<file path="config.mk">
export PLATFORM = sky130hd
export DESIGN_NAME = vga_timing_gen
export DESIGN_NICKNAME = d
export VERILOG_FILES = /design/src/rtl/vga_timing_gen_pkg.sv /design/src/rtl/vga_timing_gen_counter.sv /design/src/rtl/vga_timing_gen.sv
export SDC_FILE = /design/constraint.sdc
export NUM_CORES = 1
export LEC_CHECK = 0
export ABC_AREA = 1
export CAP_MARGIN = 10
export CORE_ASPECT_RATIO = 2
export CORE_MARGIN = 8
export CORE_UTILIZATION = 35
export CTS_CLUSTER_DIAMETER = 150
export DETAILED_ROUTE_END_ITERATION = 6
export GPL_ROUTABILITY_DRIVEN = 1
export GPL_TIMING_DRIVEN = 0
export PLACE_DENSITY = 0.68
export SLEW_MARGIN = 0
export SYNTH_ARGS = -nofsm -noshare
export SYNTH_HDL_FRONTEND = slang
export SYNTH_SLANG_ARGS = --single-unit
</file>
<file path="constraint.sdc">
create_clock -name clk -period 2 [get_ports clk]
set_clock_uncertainty 0.1 [all_clocks]
set_input_delay 0.4 -clock clk [delete_from_list [all_inputs] [get_ports clk]]
set_output_delay 0.4 -clock clk [all_outputs]
set_load 0.01 [all_outputs]
</file>
<file path="src/rtl/vga_timing_gen_pkg.sv">
// Shared constants, types and colour helpers for the VGA raster generator.
// Defaults describe 640x480@60 with a 100 MHz board clock.
package vga_timing_gen_pkg;

  localparam int unsigned RES_H        = 640;
  localparam int unsigned RES_V        = 480;
  localparam int unsigned CLK_DIV_DEF  = 4;
  localparam int unsigned H_FP_DEF     = 16;
  localparam int unsigned H_SYNC_DEF   = 96;
  localparam int unsigned H_BP_DEF     = 48;
  localparam int unsigned V_FP_DEF     = 10;
  localparam int unsigned V_SYNC_DEF   = 2;
  localparam int unsigned V_BP_DEF     = 33;
  localparam bit          SYNC_POL_DEF = 1'b0;

  localparam int unsigned COORD_W = 10;

  typedef logic [COORD_W-1:0] coord_t;
  typedef logic [7:0]         rgb_t;

  localparam rgb_t RGB_BLACK = 8'h00;

  // RRRGGGBB: each bar-index bit lights one whole colour field.
  function automatic rgb_t bar_colour(input logic [2:0] bar);
    return {{3{bar[2]}}, {3{bar[1]}}, {2{bar[0]}}};
  endfunction

endpackage

</file>
<file path="src/rtl/vga_timing_gen_counter.sv">
// Modulo-N counter with enable; exposes its next value and a wrap strobe
// so the parent can decode outputs with zero skew against the count.
module vga_counter #(
  parameter int unsigned N = 800,
  parameter int unsigned W = 10
) (
  input  logic         clk,
  input  logic         rst,
  input  logic         en,
  output logic [W-1:0] count_reg,
  output logic [W-1:0] count_next,
  output logic         wrap
);

  localparam logic [W-1:0] LAST = W'(N - 1);

  always_comb begin
    wrap       = en && (count_reg == LAST);
    count_next = count_reg;
    if (wrap) begin
      count_next = '0;
    end else if (en) begin
      count_next = count_reg + W'(1);
    end
  end

  always_ff @(posedge clk) begin
    if (!rst) begin
      count_reg <= '0;
    end else begin
      count_reg <= count_next;
    end
  end

endmodule

</file>
<file path="src/rtl/vga_timing_gen.sv">
// VGA raster timing: pixel divider, h/v counters, sync decode, sprite-line
// pre-start pulse. Define VGA_TEST_PATTERN_EN to build the colour-bar output.
module vga_timing_gen
  import vga_timing_gen_pkg::*;
#(
  parameter int unsigned CLK_DIV   = CLK_DIV_DEF,
  parameter int unsigned H_VISIBLE = RES_H,
  parameter int unsigned H_FP      = H_FP_DEF,
  parameter int unsigned H_SYNC    = H_SYNC_DEF,
  parameter int unsigned H_BP      = H_BP_DEF,
  parameter int unsigned V_VISIBLE = RES_V,
  parameter int unsigned V_FP      = V_FP_DEF,
  parameter int unsigned V_SYNC    = V_SYNC_DEF,
  parameter int unsigned V_BP      = V_BP_DEF,
  parameter bit          SYNC_POL  = SYNC_POL_DEF
) (
  input  logic       clk,
  input  logic       rst,
  input  logic [9:0] spr_y,
  output logic       pix_en,
  output logic [9:0] pixel_x,
  output logic [9:0] pixel_y,
  output logic       hsync,
  output logic       vsync,
  output logic       video_on,
  output logic       frame_start,
  output logic       spr_start,
  output logic [7:0] rgb
);

  localparam int unsigned H_TOT = H_VISIBLE + H_FP + H_SYNC + H_BP;
  localparam int unsigned V_TOT = V_VISIBLE + V_FP + V_SYNC + V_BP;
  localparam int unsigned DIV_W = $clog2(CLK_DIV);

  localparam logic [DIV_W-1:0] DIV_LAST = DIV_W'(CLK_DIV - 1);

  localparam coord_t H_VIS     = coord_t'(H_VISIBLE);
  localparam coord_t V_VIS     = coord_t'(V_VISIBLE);
  localparam coord_t HS_START  = coord_t'(H_VISIBLE + H_FP);
  localparam coord_t HS_END    = coord_t'(H_VISIBLE + H_FP + H_SYNC - 1);
  localparam coord_t VS_START  = coord_t'(V_VISIBLE + V_FP);
  localparam coord_t VS_END    = coord_t'(V_VISIBLE + V_FP + V_SYNC - 1);
  localparam coord_t V_LAST    = coord_t'(V_TOT - 1);
  localparam coord_t SPR_X_PRE = coord_t'(H_VISIBLE - 1);

  logic [DIV_W-1:0] divider_reg;
  logic             pix_en_reg;
  coord_t           h_count, h_next;
  coord_t           v_count, v_next;
  logic             h_wrap, v_wrap;

  logic   hsync_reg, vsync_reg, video_on_reg, frame_start_reg, spr_start_reg;
  logic   hs_active, vs_active, video_on_next, spr_hit;
  coord_t spr_line;

  // pix_en is set on the edge that sees the last divider phase, so the
  // first strobe lands CLK_DIV edges after reset release.
  always_ff @(posedge clk) begin
    if (!rst) begin
      divider_reg <= '0;
      pix_en_reg  <= 1'b0;
    end else begin
      pix_en_reg  <= (divider_reg == DIV_LAST);
      divider_reg <= (divider_reg == DIV_LAST) ? '0 : divider_reg + DIV_W'(1);
    end
  end

  vga_counter #(
    .N (H_TOT),
    .W (COORD_W)
  ) u_h_counter (
    .clk        (clk),
    .rst        (rst),
    .en         (pix_en_reg),
    .count_reg  (h_count),
    .count_next (h_next),
    .wrap       (h_wrap)
  );

  vga_counter #(
    .N (V_TOT),
    .W (COORD_W)
  ) u_v_counter (
    .clk        (clk),
    .rst        (rst),
    .en         (h_wrap),
    .count_reg  (v_count),
    .count_next (v_next),
    .wrap       (v_wrap)
  );

  // Decode from the next count so the registered flags line up with it.
  always_comb begin
    hs_active     = (h_next >= HS_START) && (h_next <= HS_END);
    vs_active     = (v_next >= VS_START) && (v_next <= VS_END);
    video_on_next = (h_next < H_VIS) && (v_next < V_VIS);
    spr_line      = (spr_y == '0) ? V_LAST : spr_y - coord_t'(1);
    spr_hit       = pix_en_reg && (h_count == SPR_X_PRE) &&
                    (spr_y < V_VIS) && (v_count == spr_line);
  end

  always_ff @(posedge clk) begin
    if (!rst) begin
      hsync_reg       <= ~SYNC_POL;
      vsync_reg       <= ~SYNC_POL;
      video_on_reg    <= 1'b0;
      frame_start_reg <= 1'b0;
      spr_start_reg   <= 1'b0;
    end else begin
      hsync_reg       <= hs_active ? SYNC_POL : ~SYNC_POL;
      vsync_reg       <= vs_active ? SYNC_POL : ~SYNC_POL;
      video_on_reg    <= video_on_next;
      frame_start_reg <= h_wrap && v_wrap;
      spr_start_reg   <= spr_hit;
    end
  end

`ifdef VGA_TEST_PATTERN_EN
  localparam coord_t BAR_W = coord_t'(H_VISIBLE / 8);

  logic [2:0] bar_idx;
  rgb_t       rgb_reg;

  always_comb begin
    bar_idx = 3'(h_next / BAR_W);
  end

  always_ff @(posedge clk) begin
    if (!rst) begin
      rgb_reg <= RGB_BLACK;
    end else begin
      rgb_reg <= video_on_next ? bar_colour(bar_idx) : RGB_BLACK;
    end
  end

  assign rgb = rgb_reg;
`else
  assign rgb = RGB_BLACK;
`endif

  assign pix_en      = pix_en_reg;
  assign pixel_x     = h_count;
  assign pixel_y     = v_count;
  assign hsync       = hsync_reg;
  assign vsync       = vsync_reg;
  assign video_on    = video_on_reg;
  assign frame_start = frame_start_reg;
  assign spr_start   = spr_start_reg;

endmodule
</file>
Yosys cells after proc, flatten, opt, wreduce, memory -nomap -nowiden
Index checks and enable logic that the tools add are counted.
{"block": "op_classes", "addsub": 4, "order_cmp": 7, "n_eq_ne": 5, "muxes": 7, "bitwise_logic": 1, "reduce_logical": 11}
{"cell": "two-way mux 10 bit", "n": 5}
{"cell": "== test 10 bit (second input constant)", "n": 3}
{"cell": "adder 10 x 1 -> 10 bit (second input constant)", "n": 2}
{"cell": "< comparator 10 x 9 -> 1 bit (second input constant)", "n": 2}
{"cell": "== test 10 bit", "n": 1}
{"cell": ">= comparator 10 bit (second input constant)", "n": 1}
{"cell": ">= comparator 10 x 9 -> 1 bit (second input constant)", "n": 1}
{"cell": "less-or-equal comparator 10 bit (second input constant)", "n": 1}
{"cell": "less-or-equal comparator 10 x 9 -> 1 bit (second input constant)", "n": 1}
{"cell": "logical NOT 10 bit", "n": 1}
{"cell": "< comparator 10 bit (second input constant)", "n": 1}
{"cell": "subtractor 10 x 1 -> 10 bit (second input constant)", "n": 1}
{"cell": "logical AND 1 bit", "n": 9}
{"cell": "adder 2 x 1 -> 2 bit (second input constant)", "n": 1}
{"cell": "== test 2 bit (second input constant)", "n": 1}
{"cell": "two-way mux 1 bit", "n": 2}
{"cell": "OR reduction 2 bit", "n": 1}
{"cell": "NOT 1 bit", "n": 1}
{"block": "word_totals", "reg_bits": 28, "output_inout_bits": 34, "wordCells": 44}

Longest topological paths before layout
{"block": "logic_depth", "ltp_word": 7, "ltp_mapped": 14, "ltp_nobuf": 13}

By module
A second synthesis with hierarchy kept.
{"block": "hier_totals", "hier_cells": 350, "hier_area_um2": 2155.8}
{"module": "vga_timing_gen", "instances": 1, "cells_each": 165, "area_per_inst_um2": 922.1, "seq_area_each_um2": 160.2}
{"module": "vga_counter (u_h_counter)", "instances": 1, "cells_each": 95, "area_per_inst_um2": 630.6, "seq_area_each_um2": 200.2}
{"module": "vga_counter (u_v_counter)", "instances": 1, "cells_each": 90, "area_per_inst_um2": 603.1, "seq_area_each_um2": 200.2}

Worst setup path after synthesis
No wires, ideal clock.
{"block": "synth_timing", "path_type": "input -> register", "from": "in spr_y[0]", "to": "reg spr_start_reg, in the netlist spr_start", "setup_ns": 0.062, "t_arrival_ns": 1.686, "required_ns": 1.838, "setup_slack_ns": 0.152, "cell_stages": 13, "path_buffers": 1, "path_cell_list": "inv_1 -> ha_1 -> nand2_1 -> nor2_2 -> nand3_2 -> buf_6 -> nand3_2 -> nand2_1 -> nor2_1 -> nand2_1 -> nor2_1 -> nand2_1 -> nor2_2"}
{"block": "synth_via", "elab_chain_cells": 4, "word_cells_on_any_way": 7, "cone_classes": "1 x add/sub; 1 x order compare; 1 x eq/ne; 1 x mux; 3 x reduce/logical"}
{"item": "from (decl)", "line": "vga_timing_gen.sv:19", "rtl": "input logic [9:0] spr_y,"}
{"item": "subtractor 10 x 1 -> 10 bit / logical NOT 10 bit (equally long branches)", "line": "vga_timing_gen.sv:97", "rtl": "spr_line = (spr_y == '0) ? V_LAST : spr_y - coord_t'(1);"}
{"item": "two-way mux 10 bit", "line": "vga_timing_gen.sv:97"}
{"item": "== test 10 bit", "line": "vga_timing_gen.sv:99", "rtl": "(spr_y < V_VIS) && (v_count == spr_line);"}
{"item": "logical AND 1 bit (*)", "line": "vga_timing_gen.sv:99"}
{"item": "to (signal assigned)", "line": "vga_timing_gen.sv:114", "rtl": "spr_start_reg <= spr_hit;"}
{"item": "to (decl)", "line": "vga_timing_gen.sv:52", "rtl": "logic hsync_reg, vsync_reg, video_on_reg, frame_start_reg, spr_start_reg;"}
Every way passes the cells marked *; elsewhere a longest branch is shown, timed or not.
A chain may end at the register's enable or synchronous reset.

Worst setup path after layout
{"block": "layout_timing", "from": "in spr_y[7]", "to": "reg spr_start_reg, in the netlist spr_start"}
The elaborated chain is that of the path after synthesis.

==> run metrics <==
outcome=finished clean; final cell count without fillers=461; CTS tree=yes; Hold Vio Cnt, Final=0; die area=8800 um2; cell mode on critical path=nand2_1; Critical Path AT=1.98 ns; initial antenna violation count=0; routed via count=2325; root buf cell=clkbuf_16; Post-Synthesis Cells=346; # hold bufs at CTS=0; fillcell total=577; CTS clk-pin slew, worst paths=0.07 ns; largest net degree at the start of global routing=17; Lkg Pwr=1.29 nW; ranking of synthesized cells by area=dfxtp_1 27%, nand2_1 18%, nor2_1 10%; vias in the first global route=2328; Worst Path Max Fanout=4; RSZ-0062 raised after global routing=no; Storage cell area=566 um2; cell taking the most area after synthesis=dfxtp_1; initial core utilization=36.4%; Util after Layout=48.7%; TritonCTS Sinks=28; WHS Endpoint=divider_reg[0]; Setup WS pre-CTS=-0.630 ns; Critical Path, Cell by Cell=clkdlybuf4s50_1 -> inv_1 -> nand2_1 -> nor2_2 -> nand3_2 -> buf_6 -> nand2_1 -> nor2_1 -> nor2_1 -> nand2_1 -> nor2_1 -> nand2_1 -> nor2_2; tightest hold margin=0.345 ns; Core Footprint=5710 um2; R2R depth=8; Max Cap Viol=0; fraction of registers with async set/reset=0%; Synth cell types=29; Buffers on Ports=37; DRT antenna net count=0; Skew-Pair Late Insertion Delay=0.27 ns; total negative slack=0 ns; Power Dens Cells=473 nW/um2; power share of the combinational group=11.7%; Critical Path Sink Type=flip-flop; worst r2r dst=vsync; share of the synthesized area in the top cell type=27.0%; nature of the critical path startpoint=input port; Clk network pwr share=45.1%; met3 GRT Util=2.95%; count leader, synth=nand2_1; DR iter-0 viols=90; Inserted Diodes=0; die outline height=125 um; switch share=21.6%; # DRC=0; Final Max Tran Viols=0; mean routed wirelength per cell=13.5 um; EDFF count, synth=0; Synth Flop Type=dfxtp_1; DP HPWL=4970 um; H-Tree Level Count=1; GP Congestion=0.948; global routing's busiest layer=met2; vias per cell=5.04; CP max-delay cell=clkdlybuf4s50_1; worst reg-to-reg setup slack=0.16 ns; period utilisation layout=93.6%; GRT Util Overall=14.2%; Max Clk Rate=534 MHz; hold crit path type=flip-flop to flip-flop; layout net count=418; Reg power frac=43.3%; sequential element share of the synthesized area=27.0%; total grt overflow=0; area delta synth->final=34.0%; Placement Rows=39; Die X=70.5 um; first-pass GRT wire length=10500 um; Post-Layout Inst Area=2780 um2; Tot Pwr=1.32 mW; HP Start=divider_reg[0]; post-route worst setup slack=0.128 ns; FF-to-FF Start=u_h_counter.count_reg[0]; critical path type=input port to flip-flop; Worst EP required=2.11 ns; Max stage delay on crit path=0.46 ns; multi-input logic area=1340 um2; Cells after DPL=451; area post-placement=2550 um2; Sw Pwr=0.284 mW; Clock Tree Buf Depth=2; met1 usage=12.2%; drt pass-1 iters=5; Num CTS Buffers=3; Final Setup Violations=0; Yosys reg bits=28; Synth Warn #=0; Worst Hold Depth=1; crit path from=spr_y[7]; maximum VDD drop=0.449 mV; average size of a mapped cell=6.00 um2; top-level I/O count=46; share of cells above drive strength 1=14.5%; met2 global-route usage=27.9%; Synth top cells by count=101 x nand2_1, 56 x nor2_1, 45 x inv_1; Mapped Area=2080 um2; fin crit period=1.87 ns; cell internal pwr=1.03 mW; wirelength, routed=6240 um
cell type report:
cell class                 instances  area share [%]
inverter                          46            6.21
buffer                            12            3.15
tap                               61            2.74
multi-input combinational        267            48.2
sequential                        28            20.3
clock buffer                       3            2.70
clock inverter                     1            1.08
timing repair buffer              43            15.6
per-layer routing:
metal / vias to the layer above / part of all wire, %
li1: 1176 / -
met1: 1042 / 34
met2: 79 / 55
met3: 28 / 5.9
met4: 0 / 5.4
met5: - / 0
cells in the final DEF, fill, tap and decap left out, types with 3 or more instances in the layout:
cell,synthesis,layout
a21oi_1,9,8
buf_4,9,14
clkbuf_16,0,3
clkdlybuf4s50_1,0,28
conb_1,1,8
dfxtp_1,28,24
dfxtp_2,0,4
dlymetal6s2s_1,0,7
ha_1,5,3
inv_1,45,42
inv_2,1,4
nand2_1,101,101
nand3_1,34,33
nand3_2,6,7
nand4_1,8,8
nor2_1,56,51
nor2_2,7,9
nor2_4,1,4
nor3_1,7,7
nor3b_1,3,3
o21ai_0,4,4
xor2_1,7,6
logic make-up after synthesis:
group,Yosys count,share of synthesized area (%)
and+or+nand+nor,228,49.1
buffers and inverters,58,12.5
DFF,28,27.0
AOI/OAI and AO/OA,17,4.40
xor gates and xnor gates,9,3.80
adders and majority gates,5,3.01
other,1,0.181
worst max-delay path by stage:
stage | endpoint | slack (ns)
final | spr_start | 0.13
after global routing | spr_start | 0.001
after CTS | spr_start | 0.01
after detailed placement | spr_start | -0.63
after global placement | spr_start | -0.64
after floorplan | spr_start | 0.15
power by group through the flow:
stage | clock network, mW | registers [mW] | logic [mW]
floorplan | 0 | 0.582 | 0.0861
global placement | 0 | 0.581 | 0.141
detailed placement | 0 | 0.582 | 0.143
CTS | 0.604 | 0.569 | 0.150
global route | 0.622 | 0.570 | 0.172
finish | 0.593 | 0.569 | 0.154
worst max-delay path: cells and delay by family:
kind	cells	cell delay, ns
simple gates	10	0.87
buf+inv	3	0.71
timing repair:
action                                  in CTS  in global routing
endpoints found under the setup margin       1                  4
setup buffers                                5                  0
pin swaps                                    5                  2
cloned                                       1                  0
gates resized for setup                      8                 24
(Power assumes the default switching activity.)
